<file path="src/rtl/xbar_sched_pkg.sv">
// Shared types and constants for the per-slave crossbar transaction scheduler.
package xbar_sched_pkg;

    localparam int N_MASTERS_DEFAULT = 4;

    typedef enum logic [1:0] {
        IDLE      = 2'd0,
        GRANT     = 2'd1,
        WAIT_RESP = 2'd2
    } sched_state_t;

    localparam logic CMD_WRITE = 1'b1;
    localparam logic CMD_READ  = 1'b0;

endpackage

</file>
<file path="src/rtl/rr_next_grant.sv">
// Rotating priority encoder: first asserted request scanning from ptr upward, wrapping.
module rr_next_grant
    import xbar_sched_pkg::*;
#(
    parameter int N_MASTERS = N_MASTERS_DEFAULT,
    parameter int IDX_W     = $clog2(N_MASTERS)
) (
    input  logic [N_MASTERS-1:0] req,
    input  logic [IDX_W-1:0]     ptr,
    output logic                 valid,
    output logic [N_MASTERS-1:0] onehot,
    output logic [IDX_W-1:0]     index
);

    logic [IDX_W:0] cand_s;

    // scan candidates in priority order; the first hit wins
    always_comb begin
        valid  = 1'b0;
        onehot = '0;
        index  = '0;
        cand_s = '0;
        for (int i = 0; i < N_MASTERS; i++) begin
            cand_s = {1'b0, ptr} + (IDX_W+1)'(i);
            if (cand_s >= (IDX_W+1)'(N_MASTERS)) begin
                cand_s = cand_s - (IDX_W+1)'(N_MASTERS);
            end else begin
                cand_s = cand_s;
            end
            if (!valid && req[cand_s[IDX_W-1:0]]) begin
                valid                     = 1'b1;
                onehot                    = '0;
                onehot[cand_s[IDX_W-1:0]] = 1'b1;
                index                     = cand_s[IDX_W-1:0];
            end else begin
                valid = valid;
            end
        end
    end

endmodule

</file>
<file path="src/rtl/xbar_slave_scheduler.sv">
// Per-slave scheduler: round-robin arbitration holding the grant for a full
// request/ack (plus read-response) transaction.
module xbar_slave_scheduler
    import xbar_sched_pkg::*;
#(
    parameter int N_MASTERS = N_MASTERS_DEFAULT,
    parameter int IDX_W     = $clog2(N_MASTERS)
) (
    input  logic                 clk,
    input  logic                 rst,
    input  logic [N_MASTERS-1:0] m_req,
    input  logic [N_MASTERS-1:0] m_cmd,
    output logic [N_MASTERS-1:0] m_ack,
    output logic [N_MASTERS-1:0] m_resp,
    output logic                 s_req,
    output logic                 s_cmd,
    input  logic                 s_ack,
    input  logic                 s_resp,
    output logic [N_MASTERS-1:0] grant,
    output logic [IDX_W-1:0]     grant_idx,
    output logic                 busy
);

    sched_state_t         state_q, state_d;
    logic [IDX_W-1:0]     ptr_q, ptr_d;
    logic [N_MASTERS-1:0] grant_q, grant_d;
    logic [IDX_W-1:0]     grant_idx_q, grant_idx_d;

    logic                 sel_valid_s;
    logic [N_MASTERS-1:0] sel_onehot_s;
    logic [IDX_W-1:0]     sel_idx_s;
    logic [IDX_W-1:0]     next_ptr_s;

    rr_next_grant #(
        .N_MASTERS(N_MASTERS),
        .IDX_W    (IDX_W)
    ) u_rr (
        .req   (m_req),
        .ptr   (ptr_q),
        .valid (sel_valid_s),
        .onehot(sel_onehot_s),
        .index (sel_idx_s)
    );

    // priority moves just past the master that was served
    always_comb begin
        if (grant_idx_q == IDX_W'(N_MASTERS-1)) begin
            next_ptr_s = '0;
        end else begin
            next_ptr_s = grant_idx_q + IDX_W'(1);
        end
    end

    // next-state and slave/master-side outputs
    always_comb begin
        state_d     = state_q;
        ptr_d       = ptr_q;
        grant_d     = grant_q;
        grant_idx_d = grant_idx_q;
        s_req       = 1'b0;
        s_cmd       = 1'b0;
        m_ack       = '0;
        m_resp      = '0;
        case (state_q)
            IDLE: begin
                if (sel_valid_s) begin
                    grant_d     = sel_onehot_s;
                    grant_idx_d = sel_idx_s;
                    state_d     = GRANT;
                end else begin
                    state_d = IDLE;
                end
            end
            GRANT: begin
                s_req = 1'b1;
                s_cmd = m_cmd[grant_idx_q];
                m_ack = grant_q & {N_MASTERS{s_ack}};
                // an ack in the same cycle as a dropped request still completes normally
                if (s_ack) begin
                    if (s_cmd == CMD_WRITE) begin
                        state_d     = IDLE;
                        ptr_d       = next_ptr_s;
                        grant_d     = '0;
                        grant_idx_d = '0;
                    end else begin
                        state_d = WAIT_RESP;
                    end
                end else if (!m_req[grant_idx_q]) begin
                    state_d     = IDLE;
                    ptr_d       = next_ptr_s;
                    grant_d     = '0;
                    grant_idx_d = '0;
                end else begin
                    state_d = GRANT;
                end
            end
            WAIT_RESP: begin
                m_resp = grant_q & {N_MASTERS{s_resp}};
                if (s_resp) begin
                    state_d     = IDLE;
                    ptr_d       = next_ptr_s;
                    grant_d     = '0;
                    grant_idx_d = '0;
                end else begin
                    state_d = WAIT_RESP;
                end
            end
            default: begin
                state_d     = IDLE;
                grant_d     = '0;
                grant_idx_d = '0;
            end
        endcase
    end

    // state, priority pointer and grant registers
    always_ff @(posedge clk or posedge rst) begin
        if (rst) begin
            state_q     <= IDLE;
            ptr_q       <= '0;
            grant_q     <= '0;
            grant_idx_q <= '0;
        end else begin
            state_q     <= state_d;
            ptr_q       <= ptr_d;
            grant_q     <= grant_d;
            grant_idx_q <= grant_idx_d;
        end
    end

    assign grant     = grant_q;
    assign grant_idx = grant_idx_q;
    assign busy      = (state_q != IDLE);

endmodule

</file>
<file path="config.mk">
export PLATFORM = sky130hd
export DESIGN_NAME = xbar_slave_scheduler
export DESIGN_NICKNAME = d
export VERILOG_FILES = /design/src/rtl/xbar_sched_pkg.sv /design/src/rtl/rr_next_grant.sv /design/src/rtl/xbar_slave_scheduler.sv
export SDC_FILE = /design/constraint.sdc
export NUM_CORES = 1
export LEC_CHECK = 0
export BUFFER_PORTS_ARGS = -buffer_cell sky130_fd_sc_hd__clkbuf_2
export CORE_MARGIN = 4
export CORE_UTILIZATION = 59
export CTS_CLUSTER_DIAMETER = 150
export DETAILED_ROUTE_END_ITERATION = 7
export PLACE_DENSITY = 0.85
export SLEW_MARGIN = 20
export SYNTH_ARGS = -nofsm -noshare
export SYNTH_HDL_FRONTEND = slang
export SYNTH_HIERARCHICAL = 1
export SYNTH_SLANG_ARGS = --single-unit
</file>
<file path="constraint.sdc">
create_clock -name clk -period 4.1 [get_ports clk]
set_input_delay 0.82 -clock clk [delete_from_list [all_inputs] [get_ports clk]]
set_output_delay 0.82 -clock clk [all_outputs]
set_load 0.01 [all_outputs]
</file>
==> flow_metrics.env <==
export IMPL_status="finished, final reports clean"
export IMPL_post_cts_setup_buffer_count=0
export IMPL_regArea_sq_um=250
export IMPL_clk_latency_ns=0.28
export IMPL_maxSlewViolCount=0
export IMPL_numCtsBuffers=3
export IMPL_layout_nets=211
export IMPL_yosysTopAreaCellShare_pct=18.3
export IMPL_max_cap_violations=0
export IMPL_synth_cells=171
export IMPL_yosysSeqAreaShare_pct=18.3
export IMPL_synthArstFlopShare_pct=100
export IMPL_crit_required_ns=4.25
export IMPL_fin_skew_ns=0.00148
export IMPL_clock_sinks=10
export IMPL_post_route_min_period_ns=2.93
export IMPL_post_route_period_util_pct=71.5
export IMPL_multiInputGateArea_sq_um=1030
export IMPL_grt_max_degree=20
export IMPL_slew_headroom_pct=52.9
export IMPL_first_global_vias=1280
export IMPL_core_sq_um=2210
export IMPL_clockRootBuffer="clkbuf_4"
export IMPL_area_delta_synth_final_pct=10.2
export IMPL_grt_usage_pct=21.7
export IMPL_drtIter0Drc=42
export IMPL_ys_top_cells_by_area="dfrtp_1 (18%), nand2_1 (6.3%), nor2_1 (4.9%)"
export IMPL_avgSynthCellArea_sq_um=8.01
export IMPL_clockBufferDepth=2
export IMPL_cts_resized=0
export IMPL_vdd_ir_drop_max_uv=498
export IMPL_antenna_found_initial=0
export IMPL_reg2reg_from="ptr_q[0]"
export IMPL_finalPower_mw=1.06
export IMPL_tightest_slew_ns=0.707
export IMPL_ys_ff_latch=10
export IMPL_dieHeight_um=56.2
export IMPL_ant_nets=0
export IMPL_r2r_slack_ns=1.17
export IMPL_cp_start_kind="flip-flop"
export IMPL_grt_first_pass_wirelength_um=5630
export IMPL_drcViolationCount=0
export IMPL_ys_flop_type="dfrtp_1"
export IMPL_arrival_ns=3.08
export IMPL_die_w_um=56.2
export IMPL_vias_per_cell=6.13
export IMPL_h_tree_depth=1
export IMPL_ys_warn_count=6
export IMPL_crit_reg2reg_capture="grant[0]"
export IMPL_drtPass1Iterations=4
export IMPL_avgRoutedWirePerCell_um=14.7
export IMPL_critPathCaptureType="flip-flop"
export IMPL_pin_count=29
export IMPL_powerDensity_nw_per_um2=701
export IMPL_finalWeightedCongestion=0.935
export IMPL_post_dp_hpwl_um=2430
export IMPL_synth_common_cells="nand2_1 (23), nor2_1 (18), dfrtp_1 (10)"
export IMPL_hold_class="input port to async pin"
export IMPL_start_util_pct=61.9
export IMPL_hold_viol=0
export IMPL_io_buffers=28
export IMPL_fin_ws_ns=1.17
export IMPL_finalSetupViolCount=0
export IMPL_leakagePower_nw=0.672
export IMPL_crit_fanout=19
export IMPL_post_synth_top_count_cell="nand2_1"
export IMPL_grt_overflow=0
export IMPL_cts_tree="done"
export IMPL_synth_edf_count=0
export IMPL_place_ws_ns=1.26
export IMPL_num_fill_cells=207
export IMPL_yosysTopAreaCell="dfrtp_1"
export IMPL_std_cell_rows=17
export IMPL_drt_total_wl_um=3250
export IMPL_ff2ff_path_depth=7
export IMPL_cts_hold_buf=0
export IMPL_fin_setup_tns_ns=0
export IMPL_cts_reportedPaths_clkPinSlew_ns=0.07
export IMPL_fmax_ghz=0.341
export IMPL_num_vias=1354
export IMPL_netlist_area_sq_um=1370
export IMPL_ys_types=49
export IMPL_path_class="flip-flop to flip-flop"
export IMPL_grt_setup_unrepaired="false"
export IMPL_drive_gt1_share_pct=25.9
export IMPL_antenna_cells=0
export IMPL_syn_num_nets=188
export IMPL_die_area_sq_um=3160
## metrics by stage
stage / hold slack [ns] / util (%) / instances / area [sq um]
finish: 0.497 / 68.3 / 221 / 1510
global route: 0.505 / 68.3 / 221 / 1510
detailed placement: 0.529 / 66.6 / 217 / 1470
CTS: 0.502 / 68.3 / 221 / 1510
floorplan: 0.484 / - / 171 / 1370
global placement: 0.514 / 66.6 / 217 / 1470
## cell families after synthesis
kind of cell / Yosys count / synth area share [%]
mux: 12 / 12.6
compound gates: 50 / 27.5
flops: 10 / 18.3
buf+inv: 16 / 6.85
fa+ha+maj: 5 / 4.57
simple gates: 78 / 30.2
## worst max-delay path by stage
stage | slack [ns] | startpoint | end
final | 1.17 | ptr_q[0] | grant[0]
after global routing | 0.96 | ptr_q[0] | grant[0]
after CTS | 1.18 | ptr_q[0] | grant[0]
after detailed placement | 1.26 | ptr_q[0] | grant[1]
after global placement | 1.36 | ptr_q[0] | grant[0]
after floorplan | 1.81 | ptr_q[0] | grant[0]
## flip-flops by register name, summed over array words and instances, names as in the netlist
register and flops:
grant 4, grant_idx 2, ptr_q 2, state_q 2
## critical path, stage by stage, from the launching register on
cell and delay [ns]:
dfrtp_1 0.80, inv_1 0.21, ha_1 0.63, mux2_4 0.38, a2111oi_2 0.30, o2bb2ai_1 0.14, a22oi_1 0.22, o21ai_0 0.12
## cell usage in the layout, fill, tap and decap left out, drive strengths merged, types with 2 or more instances in the layout
cell type,synthesis,routed
a2111oi,4,4
a21boi,2,2
a21oi,9,9
a22oi,6,6
and2,7,7
and3,4,4
and3b,2,2
clkbuf,0,32
dfrtp,10,10
ha,5,5
inv,6,6
mux2,3,3
mux2i,9,9
nand2,23,23
nand2b,5,5
nand3b,2,2
nor2,18,18
nor3b,6,6
o21ai,11,11
o22ai,5,5
o2bb2ai,5,5
or2,3,3
## layout make-up
cell class                 count  area share, %
clock buffer                   4           2.40
timing repair buffer          28           9.28
tap                           28           2.32
sequential                    10           16.6
inverter                       6           1.49
multi-input combinational    145           67.9
## power breakdown
group          total, mW  switching (mW)  internal, mW
combinational      0.720           0.391         0.329
sequential         0.245           0.107         0.138
clock             0.0936          0.0395        0.0541
## layer usage
metal / global-route usage (%) / vias up / wire length (um)
li1: - / 669 / -
met4: 10.2 / 0 / 75
met3: 3.94 / 8 / 185
met1: 26.1 / 623 / 1390
met5: 0 / - / 0
met2: 36.9 / 54 / 1600
No activity file was read; power rests on OpenSTA's default activity.
